<file path="config.mk">
export PLATFORM = sky130hd
export DESIGN_NAME = mdu_iter_flat
export DESIGN_NICKNAME = d
export VERILOG_FILES = /design/src/rtl/mdu_if.sv /design/src/rtl/mdu_iter.sv /design/src/flat_wrapper.sv
export SDC_FILE = /design/constraint.sdc
export NUM_CORES = 1
export LEC_CHECK = 0
export CAP_MARGIN = 10
export CORE_MARGIN = 4
export CORE_UTILIZATION = 49
export DETAILED_ROUTE_END_ITERATION = 8
export GPL_ROUTABILITY_DRIVEN = 0
export PLACE_DENSITY = 0.68
export SETUP_SLACK_MARGIN = 0.1
export SLEW_MARGIN = 20
export SYNTH_ARGS = -nofsm -noshare
export SYNTH_HDL_FRONTEND = slang
export SYNTH_SLANG_ARGS = --single-unit
export TNS_END_PERCENT = 50
</file>
<file path="constraint.sdc">
create_clock -name clk -period 15.85 [get_ports clk]
set_clock_uncertainty 0.1 [all_clocks]
set_input_delay 3.17 -clock clk [delete_from_list [all_inputs] [get_ports clk]]
set_output_delay 3.17 -clock clk [all_outputs]
set_load 0.02 [all_outputs]
</file>
<file path="src/rtl/mdu_if.sv">
// Request/response bundle for the iterative multiply/divide unit.
// The master side issues operations and the slave side (mdu_iter) returns results.
interface mdu_if #(
  parameter int XLEN = 32
);
  logic            in_valid;
  logic            in_ready;
  logic [XLEN-1:0] rs1;
  logic [XLEN-1:0] rs2;
  logic [2:0]      function3;
  logic            kill;
  logic            out_valid;
  logic            out_ready;
  logic [XLEN-1:0] mdu_result;
  logic            busy;

  modport master (
    output in_valid, rs1, rs2, function3, kill, out_ready,
    input  in_ready, out_valid, mdu_result, busy
  );

  modport slave (
    input  in_valid, rs1, rs2, function3, kill, out_ready,
    output in_ready, out_valid, mdu_result, busy
  );
endinterface

</file>
<file path="src/rtl/mdu_iter.sv">
// Iterative RV-style M-extension unit: radix-2 shift-add multiply and restoring divide,
// one bit per cycle, with a sign fixup cycle and a held DONE result.
module mdu_iter #(
  parameter int XLEN         = 32,
  parameter int FAST_SPECIAL = 1
) (
  input logic  clk,
  input logic  rst,
  mdu_if.slave bus
);

  localparam int W2 = 2 * XLEN;
  localparam int CW = $clog2(XLEN);
  localparam logic [CW-1:0]   CNT_LAST = CW'(XLEN - 1);
  localparam logic [XLEN-1:0] MIN_NEG  = {1'b1, {(XLEN-1){1'b0}}};

  typedef enum logic [1:0] {
    IDLE  = 2'd0,
    BUSY  = 2'd1,
    FIXUP = 2'd2,
    DONE  = 2'd3
  } state_t;

  function automatic logic [XLEN-1:0] neg_if(input logic neg, input logic [XLEN-1:0] v);
    logic [XLEN-1:0] r;
    if (neg) begin
      r = ~v + XLEN'(1);
    end else begin
      r = v;
    end
    return r;
  endfunction

  // Divide-by-zero and signed overflow results depend only on the dividend.
  function automatic logic [XLEN-1:0] special_result(input logic [2:0] fn,
                                                      input logic [XLEN-1:0] dividend,
                                                      input logic div0);
    logic [XLEN-1:0] r;
    if (div0) begin
      r = fn[1] ? dividend : {XLEN{1'b1}};
    end else begin
      r = fn[1] ? {XLEN{1'b0}} : dividend;
    end
    return r;
  endfunction

  state_t          state_r;
  logic [CW-1:0]   cnt_r;
  logic            setup_r;
  logic [XLEN-1:0] op_a_r;
  logic [2:0]      fn_r;
  logic [XLEN-1:0] a_mag_r;
  logic [XLEN-1:0] b_mag_r;
  logic            neg_res_r;
  logic            neg_rem_r;
  logic            div0_r;
  logic            ovf_r;
  logic [W2-1:0]   acc_r;
  logic            out_valid_r;
  logic [XLEN-1:0] mdu_result_r;

  logic            accept_s;
  logic            a_signed_s;
  logic            b_signed_s;
  logic            a_neg_s;
  logic            b_neg_s;
  logic [XLEN-1:0] a_mag_s;
  logic [XLEN-1:0] b_mag_s;
  logic            div0_s;
  logic            ovf_s;
  logic [XLEN:0]   mul_sum_s;
  logic [XLEN:0]   div_shift_s;
  logic            div_ge_s;
  logic [XLEN-1:0] div_diff_s;
  logic [W2-1:0]   iter_next_s;
  logic [W2-1:0]   prod_fix_s;
  logic [XLEN-1:0] fix_result_s;

  assign bus.in_ready   = (state_r == IDLE) && !bus.kill;
  assign bus.busy       = (state_r != IDLE);
  assign bus.out_valid  = out_valid_r;
  assign bus.mdu_result = mdu_result_r;
  assign accept_s       = bus.in_valid && bus.in_ready;

  // Operand decode at accept, one iteration step, and the sign fixup result.
  always_comb begin
    case (bus.function3)
      3'b001, 3'b100, 3'b110: begin
        a_signed_s = 1'b1;
        b_signed_s = 1'b1;
      end
      3'b010: begin
        a_signed_s = 1'b1;
        b_signed_s = 1'b0;
      end
      default: begin
        a_signed_s = 1'b0;
        b_signed_s = 1'b0;
      end
    endcase
    a_neg_s = a_signed_s && bus.rs1[XLEN-1];
    b_neg_s = b_signed_s && bus.rs2[XLEN-1];
    a_mag_s = neg_if(a_neg_s, bus.rs1);
    b_mag_s = neg_if(b_neg_s, bus.rs2);
    div0_s  = bus.function3[2] && (bus.rs2 == {XLEN{1'b0}});
    ovf_s   = bus.function3[2] && !bus.function3[0] &&
              (bus.rs1 == MIN_NEG) && (bus.rs2 == {XLEN{1'b1}});

    // Multiply: add multiplicand into the upper half when the low bit is set, then shift right.
    mul_sum_s   = {1'b0, acc_r[W2-1:XLEN]} + (acc_r[0] ? {1'b0, a_mag_r} : {(XLEN+1){1'b0}});
    // Divide: upper half is the partial remainder, lower half shifts dividend out / quotient in.
    div_shift_s = acc_r[W2-1:XLEN-1];
    div_ge_s    = (div_shift_s >= {1'b0, b_mag_r});
    div_diff_s  = div_shift_s[XLEN-1:0] - b_mag_r;
    if (fn_r[2]) begin
      iter_next_s = {(div_ge_s ? div_diff_s : div_shift_s[XLEN-1:0]), acc_r[XLEN-2:0], div_ge_s};
    end else begin
      iter_next_s = {mul_sum_s, acc_r[XLEN-1:1]};
    end

    prod_fix_s   = neg_res_r ? (~acc_r + W2'(1)) : acc_r;
    fix_result_s = {XLEN{1'b0}};
    if (div0_r || ovf_r) begin
      fix_result_s = special_result(fn_r, op_a_r, div0_r);
    end else begin
      case (fn_r)
        3'b000:                 fix_result_s = prod_fix_s[XLEN-1:0];
        3'b001, 3'b010, 3'b011: fix_result_s = prod_fix_s[W2-1:XLEN];
        3'b100, 3'b101:         fix_result_s = neg_if(neg_res_r, acc_r[XLEN-1:0]);
        3'b110, 3'b111:         fix_result_s = neg_if(neg_rem_r, acc_r[W2-1:XLEN]);
        default:                fix_result_s = {XLEN{1'b0}};
      endcase
    end
  end

  // Control FSM with the iteration datapath and registered result/valid.
  always_ff @(posedge clk or posedge rst) begin
    if (rst) begin
      state_r      <= IDLE;
      cnt_r        <= {CW{1'b0}};
      setup_r      <= 1'b0;
      op_a_r       <= {XLEN{1'b0}};
      fn_r         <= 3'b000;
      a_mag_r      <= {XLEN{1'b0}};
      b_mag_r      <= {XLEN{1'b0}};
      neg_res_r    <= 1'b0;
      neg_rem_r    <= 1'b0;
      div0_r       <= 1'b0;
      ovf_r        <= 1'b0;
      acc_r        <= {W2{1'b0}};
      out_valid_r  <= 1'b0;
      mdu_result_r <= {XLEN{1'b0}};
    end else begin
      case (state_r)
        IDLE: begin
          if (accept_s) begin
            op_a_r    <= bus.rs1;
            fn_r      <= bus.function3;
            a_mag_r   <= a_mag_s;
            b_mag_r   <= b_mag_s;
            neg_res_r <= a_neg_s ^ b_neg_s;
            neg_rem_r <= a_neg_s;
            div0_r    <= div0_s;
            ovf_r     <= ovf_s;
            setup_r   <= 1'b1;
            cnt_r     <= {CW{1'b0}};
            state_r   <= BUSY;
          end
        end
        BUSY: begin
          if (bus.kill) begin
            setup_r <= 1'b0;
            cnt_r   <= {CW{1'b0}};
            state_r <= IDLE;
          end else if (setup_r) begin
            // First cycle after accept seeds the accumulator or short-circuits special divides.
            setup_r <= 1'b0;
            if ((FAST_SPECIAL != 0) && (div0_r || ovf_r)) begin
              mdu_result_r <= special_result(fn_r, op_a_r, div0_r);
              out_valid_r  <= 1'b1;
              state_r      <= DONE;
            end else if (fn_r[2]) begin
              acc_r <= {{XLEN{1'b0}}, a_mag_r};
            end else begin
              acc_r <= {{XLEN{1'b0}}, b_mag_r};
            end
          end else begin
            acc_r <= iter_next_s;
            if (cnt_r == CNT_LAST) begin
              cnt_r   <= {CW{1'b0}};
              state_r <= FIXUP;
            end else begin
              cnt_r <= cnt_r + CW'(1);
            end
          end
        end
        FIXUP: begin
          if (bus.kill) begin
            state_r <= IDLE;
          end else begin
            mdu_result_r <= fix_result_s;
            out_valid_r  <= 1'b1;
            state_r      <= DONE;
          end
        end
        DONE: begin
          if (bus.kill || bus.out_ready) begin
            out_valid_r <= 1'b0;
            state_r     <= IDLE;
          end
        end
        default: begin
          out_valid_r <= 1'b0;
          state_r     <= IDLE;
        end
      endcase
    end
  end

endmodule

</file>
<file path="src/flat_wrapper.sv">
// flat-port wrapper written by rule: the top's interface ports become plain ports
module mdu_iter_flat 
#(
  parameter int XLEN         = 32,
  parameter int FAST_SPECIAL = 1
)
  (clk, rst, bus_in_valid, bus_rs1, bus_rs2, bus_function3, bus_kill, bus_out_ready, bus_in_ready, bus_out_valid, bus_mdu_result, bus_busy);
  mdu_if #(.XLEN(XLEN)) bus_i ();
  input logic clk;
  input logic rst;
  input wire logic [$bits(bus_i.in_valid)-1:0] bus_in_valid;
  input wire logic [$bits(bus_i.rs1)-1:0] bus_rs1;
  input wire logic [$bits(bus_i.rs2)-1:0] bus_rs2;
  input wire logic [$bits(bus_i.function3)-1:0] bus_function3;
  input wire logic [$bits(bus_i.kill)-1:0] bus_kill;
  input wire logic [$bits(bus_i.out_ready)-1:0] bus_out_ready;
  output wire logic [$bits(bus_i.in_ready)-1:0] bus_in_ready;
  output wire logic [$bits(bus_i.out_valid)-1:0] bus_out_valid;
  output wire logic [$bits(bus_i.mdu_result)-1:0] bus_mdu_result;
  output wire logic [$bits(bus_i.busy)-1:0] bus_busy;
  assign bus_i.in_valid = bus_in_valid;
  assign bus_i.rs1 = bus_rs1;
  assign bus_i.rs2 = bus_rs2;
  assign bus_i.function3 = bus_function3;
  assign bus_i.kill = bus_kill;
  assign bus_i.out_ready = bus_out_ready;
  assign bus_in_ready = bus_i.in_ready;
  assign bus_out_valid = bus_i.out_valid;
  assign bus_mdu_result = bus_i.mdu_result;
  assign bus_busy = bus_i.busy;
  mdu_iter #(.XLEN(XLEN), .FAST_SPECIAL(FAST_SPECIAL)) u_core (.clk(clk), .rst(rst), .bus(bus_i));
endmodule
</file>
# After elaboration in Yosys (flattened, before gate mapping)
# Cells that the tools add are included.
dict set report word_totals {
  register_bits 208
  input_bits 72
  out_inout_bits 35
  wordCells 132
}
dict set report classes {
  add_sub_neg 8
  n_lt_le_gt_ge 1
  eq_ne 27
  muxes 44
  n_bitwise 7
  n_reduce_logical 31
}
# operator n
set op_table {}
lappend op_table {{$mux 32} 15}
lappend op_table {{$mux 64} 4}
lappend op_table {{$add 32x1->32 const B} 4}
lappend op_table {{$not 32->32} 4}
lappend op_table {{$pmux 32 s4} 1}
lappend op_table {{$add 64x1->64 const B} 1}
lappend op_table {{$eq 32x32->1 const B} 2}
lappend op_table {{$not 64->64} 1}
lappend op_table {{$pmux 32 s2} 1}
lappend op_table {{$add 32x33->33} 1}
lappend op_table {{$ge 33x32->1} 1}
lappend op_table {{$logic_not 32->1} 1}
lappend op_table {{$sub 32x32->32} 1}
lappend op_table {{$mux 5} 4}
lappend op_table {{$eq 3x3->1 const B} 6}
lappend op_table {{$mux 2} 7}
lappend op_table {{$pmux 5 s2} 1}
lappend op_table {{$eq 3x2->1 const B} 3}
lappend op_table {{$logic_and 1x1->1} 8}
lappend op_table {{$mux 1} 8}
lappend op_table {{$ne 2x1->1 const B} 4}
lappend op_table {{$pmux 2 s4} 1}
lappend op_table {{$eq 3x1->1 const B} 2}
lappend op_table {{$ne 2x2->1 const B} 3}
lappend op_table {{other kinds (25)} 34}

# Longest topological paths before layout
# Gate-level depths: netlist (run 1).
dict set report depth {
  ltp_word 7
  mapped_depth 15
  mapped_depth_nobuf 13
}

# Worst setup path before layout (run 1)
# OpenSTA, ideal clock, no wires.
dict set report synth_timing {
  kind {input to output}
  start {in bus_kill}
  end {out bus_in_ready}
  arrival_time_ps 3511
  required_time_ps 12580
  path_slack_ps 9069
  stages 1
  path_buffers 0
  cell_sequence {nor2_1}
}
dict set report synth_between {
  elab_chain_len 2
}
# element line_no
set synth_rtl {}
lappend synth_rtl {{start, declared} flat_wrapper.sv:15} ;# input wire logic [$bits(bus_i.kill)-1:0] bus_kill;
lappend synth_rtl {{$logic_not 1->1} mdu_iter.sv:79} ;# assign bus.in_ready = (state_r == IDLE) && !bus.kill;
lappend synth_rtl {{$logic_and 1x1->1} mdu_iter.sv:79}
lappend synth_rtl {{end, declared} flat_wrapper.sv:17} ;# output wire logic [$bits(bus_i.in_ready)-1:0] bus_in_ready;
# No other way between the ends.

# Worst setup path in the final report (run 1)
# Ends and elaborated chain as after synthesis.

==> results.md, run 1 <==
- Die X: between 150 and 200 µm
- Post-CTS sizing: 0
- Post-Syn Area per Cell: 8.32 µm²
- Finished Layout Cells: 2482
- PD cells: 224 mW/mm²
- Setup CP Type: in2out
- Initial Utilization: 50.3%
- CTS tree: yes
- Setup bufs post-CTS: 0
- Layout cell share with drive strength beyond 1: ~7.0%
- Slew headroom: around 22%
- Area Overhead vs Synth: 12.6%
- Antenna diode count: 0
- Critical path buffer and inverter count: 2
- Synth warn: 0
- Grt total ovfl: 0
- NumNets Final: 2173
- Reg2reg path depth: 11
- Final WL: approximately 54000 µm
- Worst r2r src: u_core.acc_r[0]
- Leakage power: just under 0.008 µW
- H-tree Lvls: 1
- Most common cell on crit path: clkdlybuf4s50_1
- Post-CTS Hold Fix Bufs: 0
- RSZ-0062 raised after global routing: no
- Cell Rows: 66
- TritonRoute pass-1 iters: 5
- CP endpoint: bus_in_ready
- CP Data Required Time: approximately 13 ns
- Num CTS Buffers: 25
- Setup TNS: 0 ns
- Fin util: 56.6%
- Cell family with most CP delay: buffers and inverters
- Levels on crit path: 3
- # IOs: 107
- Slowest-stage cell, CP: clkdlybuf4s50_1
- DRC: 0
- CP Capture Type: output pin
- Outcome: finished, final reports clean
- Hold Crit Start: u_core.op_a_r[14]
- Critical path arrival: roughly 4.7 ns
- Floorplan core area: 0.0329 mm²
- Post-DP HPWL: 40900 µm
- Hold Path Class: reg2reg
- Final setup fails: 0
- Cell count after synthesis: 1985
- Clock Sinks: 207
- Die height: 192 µm
- Full die area: 0.0367 mm²
- Detailed-route via count: 15765
- Asr flop ratio synth: 100%
- Met3 usage: about 5.2%
- Total Routing Usage GR: ~29%
- Final ANT Viol Nets: 0
- DP Cell Count: roughly 2400
- Root Buffer: clkbuf_16
- Worst setup SP type: input pin
- Worst Path Max Fanout: 8
- R2R Path End: u_core.bus.mdu_result[10]
- First-pass GRT wire length: 83600 µm
- GRT Max-Usage Layer: met2
- Final Hold Fails: 0
- Min Hold Slack: 0.376 ns
- Flops & latches, synth: 207
- Final Power: 4170 µW
- Clock Latency Late Sink: 0.54 ns
- Fin crit share: 50.1%
- Via-per-instance ratio: 6.35
- Vias in the first global route: 14982
- Post-Syn Area: 0.0165 mm²
- Met1 GRT Util: 39.9%
- Post-synth net total: ~2100
- Port bufs: 106
- Slew @ Worst Pin: 1.16 ns
- Crit path time final: around 8 ns
- GR met2 Demand/Resource: between 40% and 50%
- Clk slew on worst S/H paths: 0.06 ns
- Routed len/inst: 21.8 µm
- Final slew viol count: 0
- FILL cells: 3029
- Flop2flop setup slack: 11.19 ns
- Fmax: 126 MHz
- Ys flop type: dfrtp_1
- DRT iter0 DRCs: 1500
- Sequential area share after synthesis: about a third
- Max Root-Sink Buffers: 3
- CP Launch Point: bus_kill
- Largest net degree at the start of global routing: about 100
- Critical path cell sequence: clkdlybuf4s50_1 -> nor2_1 -> clkdlybuf4s50_1
- Initial antenna violation count: 0
- EDFF count, synth: 0
- VDD IR max: around 0.14 mV
- CP max stage delay: approximately 0.67 ns
- Max_cap viols: 0
- Yosys cell types: 78
==> area by class of cell <==
type / instances / area, µm² / share of cell area (%)
clock buffer: 36 / 717 / 3.85
clock inverter: 7 / 41.3 / 0.222
inverter: 73 / 282 / 1.51
multi-input combinational: 1596 / 10700 / 57.3
sequential: 207 / 5180 / 27.9
tap: 442 / 553 / 2.97
timing repair buffer: 121 / 1170 / 6.31
==> where the power goes <==
part           switching (µW)  internal, µW  total (µW)
Combinational            1430          1030        2460
Sequential                402           761        1160
Clock                     231           312         543
Total                    2060          2100        4170
==> flip-flops by register name, summed over array words and instances, names as in the netlist, 2 cells and up <==
signal,count
u_core.acc_r,64
u_core.a_mag_r,32
u_core.b_mag_r,32
u_core.bus.mdu_result,32
u_core.op_a_r,31
u_core.cnt_r,5
u_core.fn_r,3
u_core.state_r,2
==> worst register-to-register path, stage by stage (launching register included) <==
cell and delay (ns):
dfrtp_1 0.77, inv_1 0.27, ha_1 0.20, or3b_1 0.42
nor4_1 0.59, nand3_1 0.27, nor4_1 0.59, a21boi_0 0.31
nor2_1 0.40, a22oi_1 0.15, xnor2_1 0.20, a221oi_1 0.28
==> per-layer routing <==
metal	wire length, µm	up-vias	part of all wire, %
met1	22600	7632	42
met4	2510	0	4.6
met3	4870	155	9.0
met5	0	-	0
met2	24100	726	45
li1	-	7252	-
==> cells in the mapped netlist, drive strengths merged (30+ instances only) <==
cell type,count,area (µm²)
mux2i,30,300
mux2,33,372
a21oi,146,731
and2,44,275
nand2,322,1210
xnor2,93,815
xor2,85,744
nor3,41,205
inv,72,270
ha,75,938
clkbuf,88,332
dfrtp,207,5180
mux4,32,721
nor2,106,398
o21ai,206,1030
==> cell families after synthesis <==
group | share of synthesized area [%]
fa+ha+maj | 5.92
simple gates | 19.0
xor+xnor | 9.44
compound gates | 21.6
mux | 8.43
buf+inv | 4.30
flops | 31.3
==> per-stage QoR <==
step / worst slack (ns) / instance area [µm²]
after floorplan: 6.93 / 16500
after global routing: 7.84 / 18600
after CTS: 7.90 / 18600
after detailed placement: 7.90 / 17800
final: 7.92 / 18600
after global placement: 7.96 / 17800
==> layout by cell type, fill, tap and decap left out, types with 6 or more instances in the layout <==
| cell | n |
|---|---|
| nand2_1 | 321 |
| dfrtp_1 | 205 |
| o21ai_0 | 204 |
| a21oi_1 | 146 |
| clkdlybuf4s50_1 | 106 |
| nor2_1 | 105 |
| xnor2_1 | 93 |
| xor2_1 | 85 |
| ha_1 | 75 |
| inv_1 | 71 |
| and2_1 | 44 |
| nor3_1 | 40 |
| mux2_2 | 33 |
| mux4_2 | 32 |
| mux2i_1 | 30 |
| o31ai_1 | 26 |
| clkbuf_16 | 25 |
| o221ai_1 | 21 |
| nand3_1 | 20 |
| o211ai_1 | 20 |
| a21o_1 | 20 |
| a22oi_1 | 20 |
| nor4_1 | 18 |
| or3_1 | 16 |
| a31oi_1 | 16 |
| a221oi_1 | 16 |
| nand4_1 | 16 |
| nor2b_1 | 15 |
| a211oi_1 | 15 |
| buf_4 | 15 |
| or4_1 | 13 |
| o41ai_1 | 11 |
| and3_1 | 11 |
| o21a_1 | 11 |
| nand2b_1 | 10 |
| or2_2 | 8 |
| o21bai_1 | 6 |
| clkbuf_1 | 6 |
==> how the worst min path moves through the flow <==
stage,endpoint,slack [ns],depth (start not counted)
2_1_floorplan,u_core.op_a_r[10],0.35,2
3_3_place_gp,u_core.op_a_r[12],0.36,2
3_5_place_dp,u_core.op_a_r[24],0.36,2
4_1_cts,u_core.op_a_r[24],0.38,2
5_1_grt,u_core.op_a_r[15],0.40,2
6_report,u_core.op_a_r[14],0.38,2
Note: power is estimated with default switching activity, not from simulation.
==> run 2: changes to the inputs <==
- clock period: 15.85 -> 8.2 ns (I/O delays scaled with it)
==> run 2 against run 1 <==
- sequential power grew 94%
- setup slack lost 4.6 ns
- total power grew 95%
- non-clock buffer count grew 2
- hold slack gained 0.0019 ns
- critical path depth is the same
- cell count grew 0.24%
- via count shrank 0.37%
- count of clock-buffer cells in the layout shrank 2
- sequential cell count is the same
- critical endpoint unchanged
- largest power group unchanged
==> results.md, run 2 (synthesized netlist as in run 1, its figures left out) <==
- Final instance area: 0.0187 mm² (was 0.0186 mm²)
- FILL cells: 3069 (was 3029)
- Slew headroom: 26.7% (was 22.3%)
- Setup bufs post-CTS: 0 (unchanged)
- Vias in the first global route: 15052 (was 14982)
- CTS tree: yes (unchanged)
- Clk slew on worst S/H paths: 0.06 ns (about the same)
- Max_cap viols: 0 (unchanged)
- Final WL: 54400 µm (was 54100 µm)
- Setup TNS: 0 ns (unchanged)
- RSZ-0062 raised after global routing: no (unchanged)
- First-pass GRT wire length: 84900 µm (was 83600 µm)
- CP Capture Type: output pin (unchanged)
- Largest net degree at the start of global routing: 105 (was 101)
- Die X: 192 µm (unchanged)
- Top reg by flops: u_core.acc_r (unchanged)
- Slew @ Worst Pin: 1.09 ns (was 1.16 ns)
- Leakage power: 0.00786 µW (was 0.00781 µW)
- Final ANT Viol Nets: 0 (unchanged)
- Die height: 192 µm (unchanged)
- Worst Path Max Fanout: 8 (unchanged)
- Commonest cells after routing, fill and taps aside: 321 x nand2_1, 205 x dfrtp_1, 204 x o21ai_0, 146 x a21oi_1, 106 x clkdlybuf4s50_1 (unchanged)
- Outcome: finished, final reports clean (unchanged)
- Root Buffer: clkbuf_16 (unchanged)
- # IOs: 107 (unchanged)
- Floorplan core area: 0.0329 mm² (unchanged)
- Clock Sinks: 207 (unchanged)
- Post-CTS sizing: 0 (unchanged)
- Area Overhead vs Synth: 13.3% (was 12.6%)
- DP Cell Count: 2441 (was 2439)
- Commonest non-fill, non-tap cell in the layout: nand2_1 (unchanged)
- PD cells: 435 mW/mm² (was 224 mW/mm²)
- Crit path time final: 4.86 ns
- Hold Path Class: reg2reg (unchanged)
- Finished Layout Cells: 2488 (was 2482)
- Layout cell share with drive strength beyond 1: 7.39% (was 7.01%)
- Post-DP HPWL: 41100 µm (was 40900 µm)
- Critical path arrival: 3.12 ns (was 4.66 ns)
- DRT iter0 DRCs: 1425 (was 1500)
- Max reg flops: 64 (unchanged)
- CP Data Required Time: 6.46 ns (was 12.58 ns)
- Flop2flop setup slack: 3.65 ns (was 11.19 ns)
- DRC: 0 (unchanged)
- NumNets Final: 2175 (was 2173)
- Port bufs: 106 (unchanged)
- Worst setup SP type: input pin (unchanged)
- Fin crit share: 59.2%
- Via-per-instance ratio: 6.31 (was 6.35)
- Post-CTS Hold Fix Bufs: 0 (unchanged)
- Routed len/inst: 21.9 µm (was 21.8 µm)
- Max Root-Sink Buffers: 3 (unchanged)
- Total Routing Usage GR: 29.1% (was 28.7%)
- Initial Utilization: 50.3% (unchanged)
- Final slew viol count: 0 (unchanged)
- Final setup fails: 0 (unchanged)
- Full die area: 0.0367 mm² (unchanged)
- Detailed-route via count: 15706 (was 15765)
- Cell Rows: 66 (unchanged)
- Fmax: 206 MHz
- Setup CP Type: in2out (unchanged)
- H-tree Lvls: 1 (unchanged)
- Grt total ovfl: 0 (unchanged)
- VDD IR max: 0.241 mV (was 0.144 mV)
- Initial antenna violation count: 1 (was 0)
- Num CTS Buffers: 25 (unchanged)
- Min Hold Slack: 0.378 ns (was 0.376 ns)
- TritonRoute pass-1 iters: 5 (unchanged)
- Dpl cell area: 0.0179 mm² (was 0.0178 mm²)
- Clock Latency Late Sink: 0.54 ns (about the same)
- Final Hold Fails: 0 (unchanged)
-- run 2: metal layers --
metal	track usage [%]	vias up	share of wire (%)
met3	3.91	144	8.3
met2	47.0	696	46
met1	41.1	7608	42
met5	0	-	0
li1	-	7258	-
met4	8.65	0	3.9
-- run 2: layout make-up --
type                    instances  area, µm²  share of cell area [%]
flip-flops and latches        207       5180                    27.7
multi-input cells            1596      10700                    56.9
diodes                          2       5.00                  0.0267
repair buffers                123       1190                    6.35
inverters                      73        282                    1.50
well taps                     442        553                    2.95
clock inverters                11        121                   0.648
clock buffers                  34        729                    3.90
-- run 2: worst paths after layout --
kind | startpoint | endpoint | depth (start not counted)
max | bus_kill | bus_in_ready | 3
min | u_core.op_a_r[12] | u_core.op_a_r[12] | 2
max reg2reg | u_core.acc_r[0] | u_core.acc_r[51] | 13
min reg2reg | u_core.op_a_r[12] | u_core.op_a_r[12] | 2
max in group asynchronous | rst | u_core.acc_r[52] | 3
min in group asynchronous | rst | u_core.bus.mdu_result[9] | 2
-- run 2: critical path, stage by stage --
cell,delay (ns)
clkdlybuf4s50_1,0.51
nor2_1,0.30
clkdlybuf4s50_1,0.67
-- run 2: report_power, final --
group          switching, µW  leakage (µW)  internal [µW]
Clock                    462      0.000418            685
Sequential               776       0.00261           1470
Combinational           2750       0.00484           2000
Total                   3980       0.00786           4150
-- run 2: through the flow --
step	setup slack [ns]	power, µW	util [%]
after floorplan	0.808	5400	-
after global placement	3.36	6770	54.3
after detailed placement	3.25	6880	54.3
after CTS	3.34	8050	56.9
after global routing	3.25	8680	56.9
final	3.34	8140	56.9
==> run 3: changes to the inputs <==
- clock period: 8.2 -> 4.75 ns (I/O delays scaled with it)
==> run 3 against run 2 <==
- sequential share of layout area is 0.39 points lower
- clock power is 77% higher
- sequential cell count stayed put
==> results.md, run 3 (synthesized netlist as in run 1, its figures left out) <==
- Outcome: finished, final reports clean (unchanged)
- Clock Power Share: 14.2% (was 14.1%)
- Final instance area: 0.0190 mm² (was 0.0187 mm²)
- R2R Path End: u_core.acc_r[0] (was u_core.acc_r[51])
- Final WL: 56100 µm (was 54400 µm)
- Vias in the first global route: 14988 (was 15052)
- Clock Sinks: 207 (unchanged)
- Num CTS Buffers: 25 (unchanged)
- Initial antenna violation count: 2 (was 1)
- Max reg flops: 64 (unchanged)
- Hold Crit Start: u_core.op_a_r[30] (was u_core.op_a_r[12])
- Final slew viol count: 0 (unchanged)
- Full die area: 0.0367 mm² (unchanged)
- Slew @ Worst Pin: 1.09 ns (about the same)
- Slew headroom: 27.3% (was 26.7%)
- Setup CP Type: reg2reg (was in2out)
- Floorplan core area: 0.0329 mm² (unchanged)
- Die height: 192 µm (unchanged)
- Fin crit share: 86.7%
- Setup TNS: 0 ns (unchanged)
- Antenna diode count: 0 (was 2)
- Sw frac: 48.9% (about the same)
- Largest net degree at the start of global routing: 74 (was 105)
- Total Routing Usage GR: 29.7% (was 29.1%)
- Cell Rows: 66 (unchanged)
- Leakage power: 0.00804 µW (was 0.00786 µW)
- Die X: 192 µm (unchanged)
- Dpl cell area: 0.0181 mm² (was 0.0179 mm²)
- Clock Latency Late Sink: 0.54 ns (about the same)
- # IOs: 107 (unchanged)
- VDD IR max: 0.421 mV (was 0.241 mV)
- TritonRoute pass-1 iters: 5 (unchanged)
- CP Capture Type: flip-flop (was output pin)
- RSZ-0062 raised after global routing: no (unchanged)
- Grt total ovfl: 0 (unchanged)
- Commonest non-fill, non-tap cell in the layout: nand2_1 (unchanged)
- Final setup fails: 0 (unchanged)
- Max Root-Sink Buffers: 3 (unchanged)
- Initial Utilization: 50.3% (unchanged)
- CP Data Required Time: 5.07 ns (was 6.46 ns)
- Final Hold Fails: 0 (unchanged)
- Layout cell share with drive strength beyond 1: 8.77% (was 7.39%)
- Port bufs: 106 (unchanged)
- Crit path time final: 4.12 ns
- Psw: 7000 µW (was 3980 µW)
- First-pass GRT wire length: 86100 µm (was 84900 µm)
- Critical path arrival: 4.44 ns (was 3.12 ns)
- Setup bufs post-CTS: 0 (unchanged)
- Reg2reg path depth: 10 (was 13)
- H-tree Lvls: 1 (unchanged)
- DRT iter0 DRCs: 1503 (was 1425)
- Detailed-route via count: 15803 (was 15706)
- Routed len/inst: 22.3 µm (was 21.9 µm)
- Root Buffer: clkbuf_16 (unchanged)
- Worst Path Max Fanout: 23 (was 8)
- Flop2flop setup slack: 0.63 ns (was 3.65 ns)
- Worst r2r src: u_core.acc_r[37] (was u_core.acc_r[0])
- Worst setup SP type: flip-flop (was input pin)
- Clk slew on worst S/H paths: 0.07 ns (was 0.06 ns)
- Hold-critical path endpoint: u_core.op_a_r[30] (was u_core.op_a_r[12])
- Logic pwr share: 59.7% (was 58.3%)
- Hold path cells: 2 (unchanged)
- NumNets Final: 2207 (was 2175)
- Top reg by flops: u_core.acc_r (unchanged)
- Hold Path Class: reg2reg (unchanged)
- DRC: 0 (unchanged)
- Via-per-instance ratio: 6.28 (was 6.31)
- Max_cap viols: 0 (unchanged)
- Post-DP HPWL: 43200 µm (was 41100 µm)
- Post-CTS Hold Fix Bufs: 0 (unchanged)
- Final ANT Viol Nets: 0 (unchanged)
- Commonest cells after routing, fill and taps aside: 321 x nand2_1, 205 x dfrtp_1, 204 x o21ai_0, 146 x a21oi_1, 106 x clkdlybuf4s50_1 (unchanged)
- Area Overhead vs Synth: 14.9% (was 13.3%)
- Post-CTS sizing: 0 (unchanged)
- CTS tree: yes (unchanged)
- Seq pwr share: 26.1% (was 27.6%)
- P_int: 7330 µW (was 4150 µW)
- PD cells: 755 mW/mm² (was 435 mW/mm²)
- Fmax: around 240 MHz
run 3: changes by cell type in the layout (fill, tap and decap cells not counted):
cell,before,now
clkbuf_8,7,6
bufinv_16,2,3
inv_6,1,2
inv_8,1,0
clkinv_4,2,1
buf_12,0,2
buf_4,17,47
diode_2,2,0
run 3: worst max path at each step:
stage                     start                  to  slack (ns)
3_3_place_gp        bus_rs2[12]  u_core.b_mag_r[26]        0.58
3_5_place_dp        bus_rs2[12]  u_core.b_mag_r[28]        0.55
4_1_cts        u_core.acc_r[37]     u_core.acc_r[0]        0.68
2_1_floorplan               rst   u_core.a_mag_r[0]        1.01
6_report       u_core.acc_r[37]     u_core.acc_r[0]        0.63
5_1_grt        u_core.acc_r[37]     u_core.acc_r[0]        0.37
run 3: critical path: stages (launching register included):
cell and delay (ns):
dfrtp_1 0.62, ha_1 0.38, a211oi_1 0.24, o21bai_1 0.14, o21ai_0 0.40, o211ai_1 0.20
a41o_1 0.31, a211oi_2 0.50, nor2_4 0.29, mux4_2 0.54, mux2_2 0.27
run 3: layer usage:
metal | routed length, µm | global-route usage [%] | share of wire (%) | vias to the layer above
li1 | - | - | - | 7324
met1 | 23600 | 41.7 | 42 | 7653
met2 | 25300 | 47.0 | 45 | 687
met3 | 5000 | 5.63 | 8.9 | 135
met4 | 2160 | 8.95 | 3.8 | 4
met5 | 27 | 0 | 0.048 | -
run 3: layout make-up:
| type | count | area, µm² |
|---|---|---|
| fill | 3020 | 13900 |
| clock inverter | 11 | 144 |
| inverter | 73 | 278 |
| tap | 442 | 553 |
| sequential | 207 | 5180 |
| timing repair buffer | 155 | 1450 |
| clock buffer | 33 | 716 |
| multi-input combinational | 1596 | 10700 |
run 3: power by group through the flow:
| stage | Sequential (µW) | Clock (µW) | Combinational (µW) |
|---|---|---|---|
| 5_1_grt | 3790 | 2120 | 9340 |
| 3_5_place_dp | 3710 | 0 | 8360 |
| 3_3_place_gp | 3690 | 0 | 8210 |
| 6_report | 3740 | 2040 | 8550 |
| 2_1_floorplan | 3260 | 0 | 6050 |
| 4_1_cts | 3690 | 2040 | 8420 |
run 3: per-stage QoR:
step / hold slack, ns / power (µW) / utilization [%] / worst slack [ns] / std cells
2_1_floorplan: 0.346 / 9320 / - / 1.01 / 1985
3_3_place_gp: 0.359 / 11900 / 55.1 / 0.582 / 2473
3_5_place_dp: 0.365 / 12100 / 55.1 / 0.552 / 2473
4_1_cts: 0.381 / 14100 / 57.7 / 0.682 / 2517
5_1_grt: 0.396 / 15300 / 57.8 / 0.372 / 2517
6_report: 0.378 / 14300 / 57.8 / 0.632 / 2517
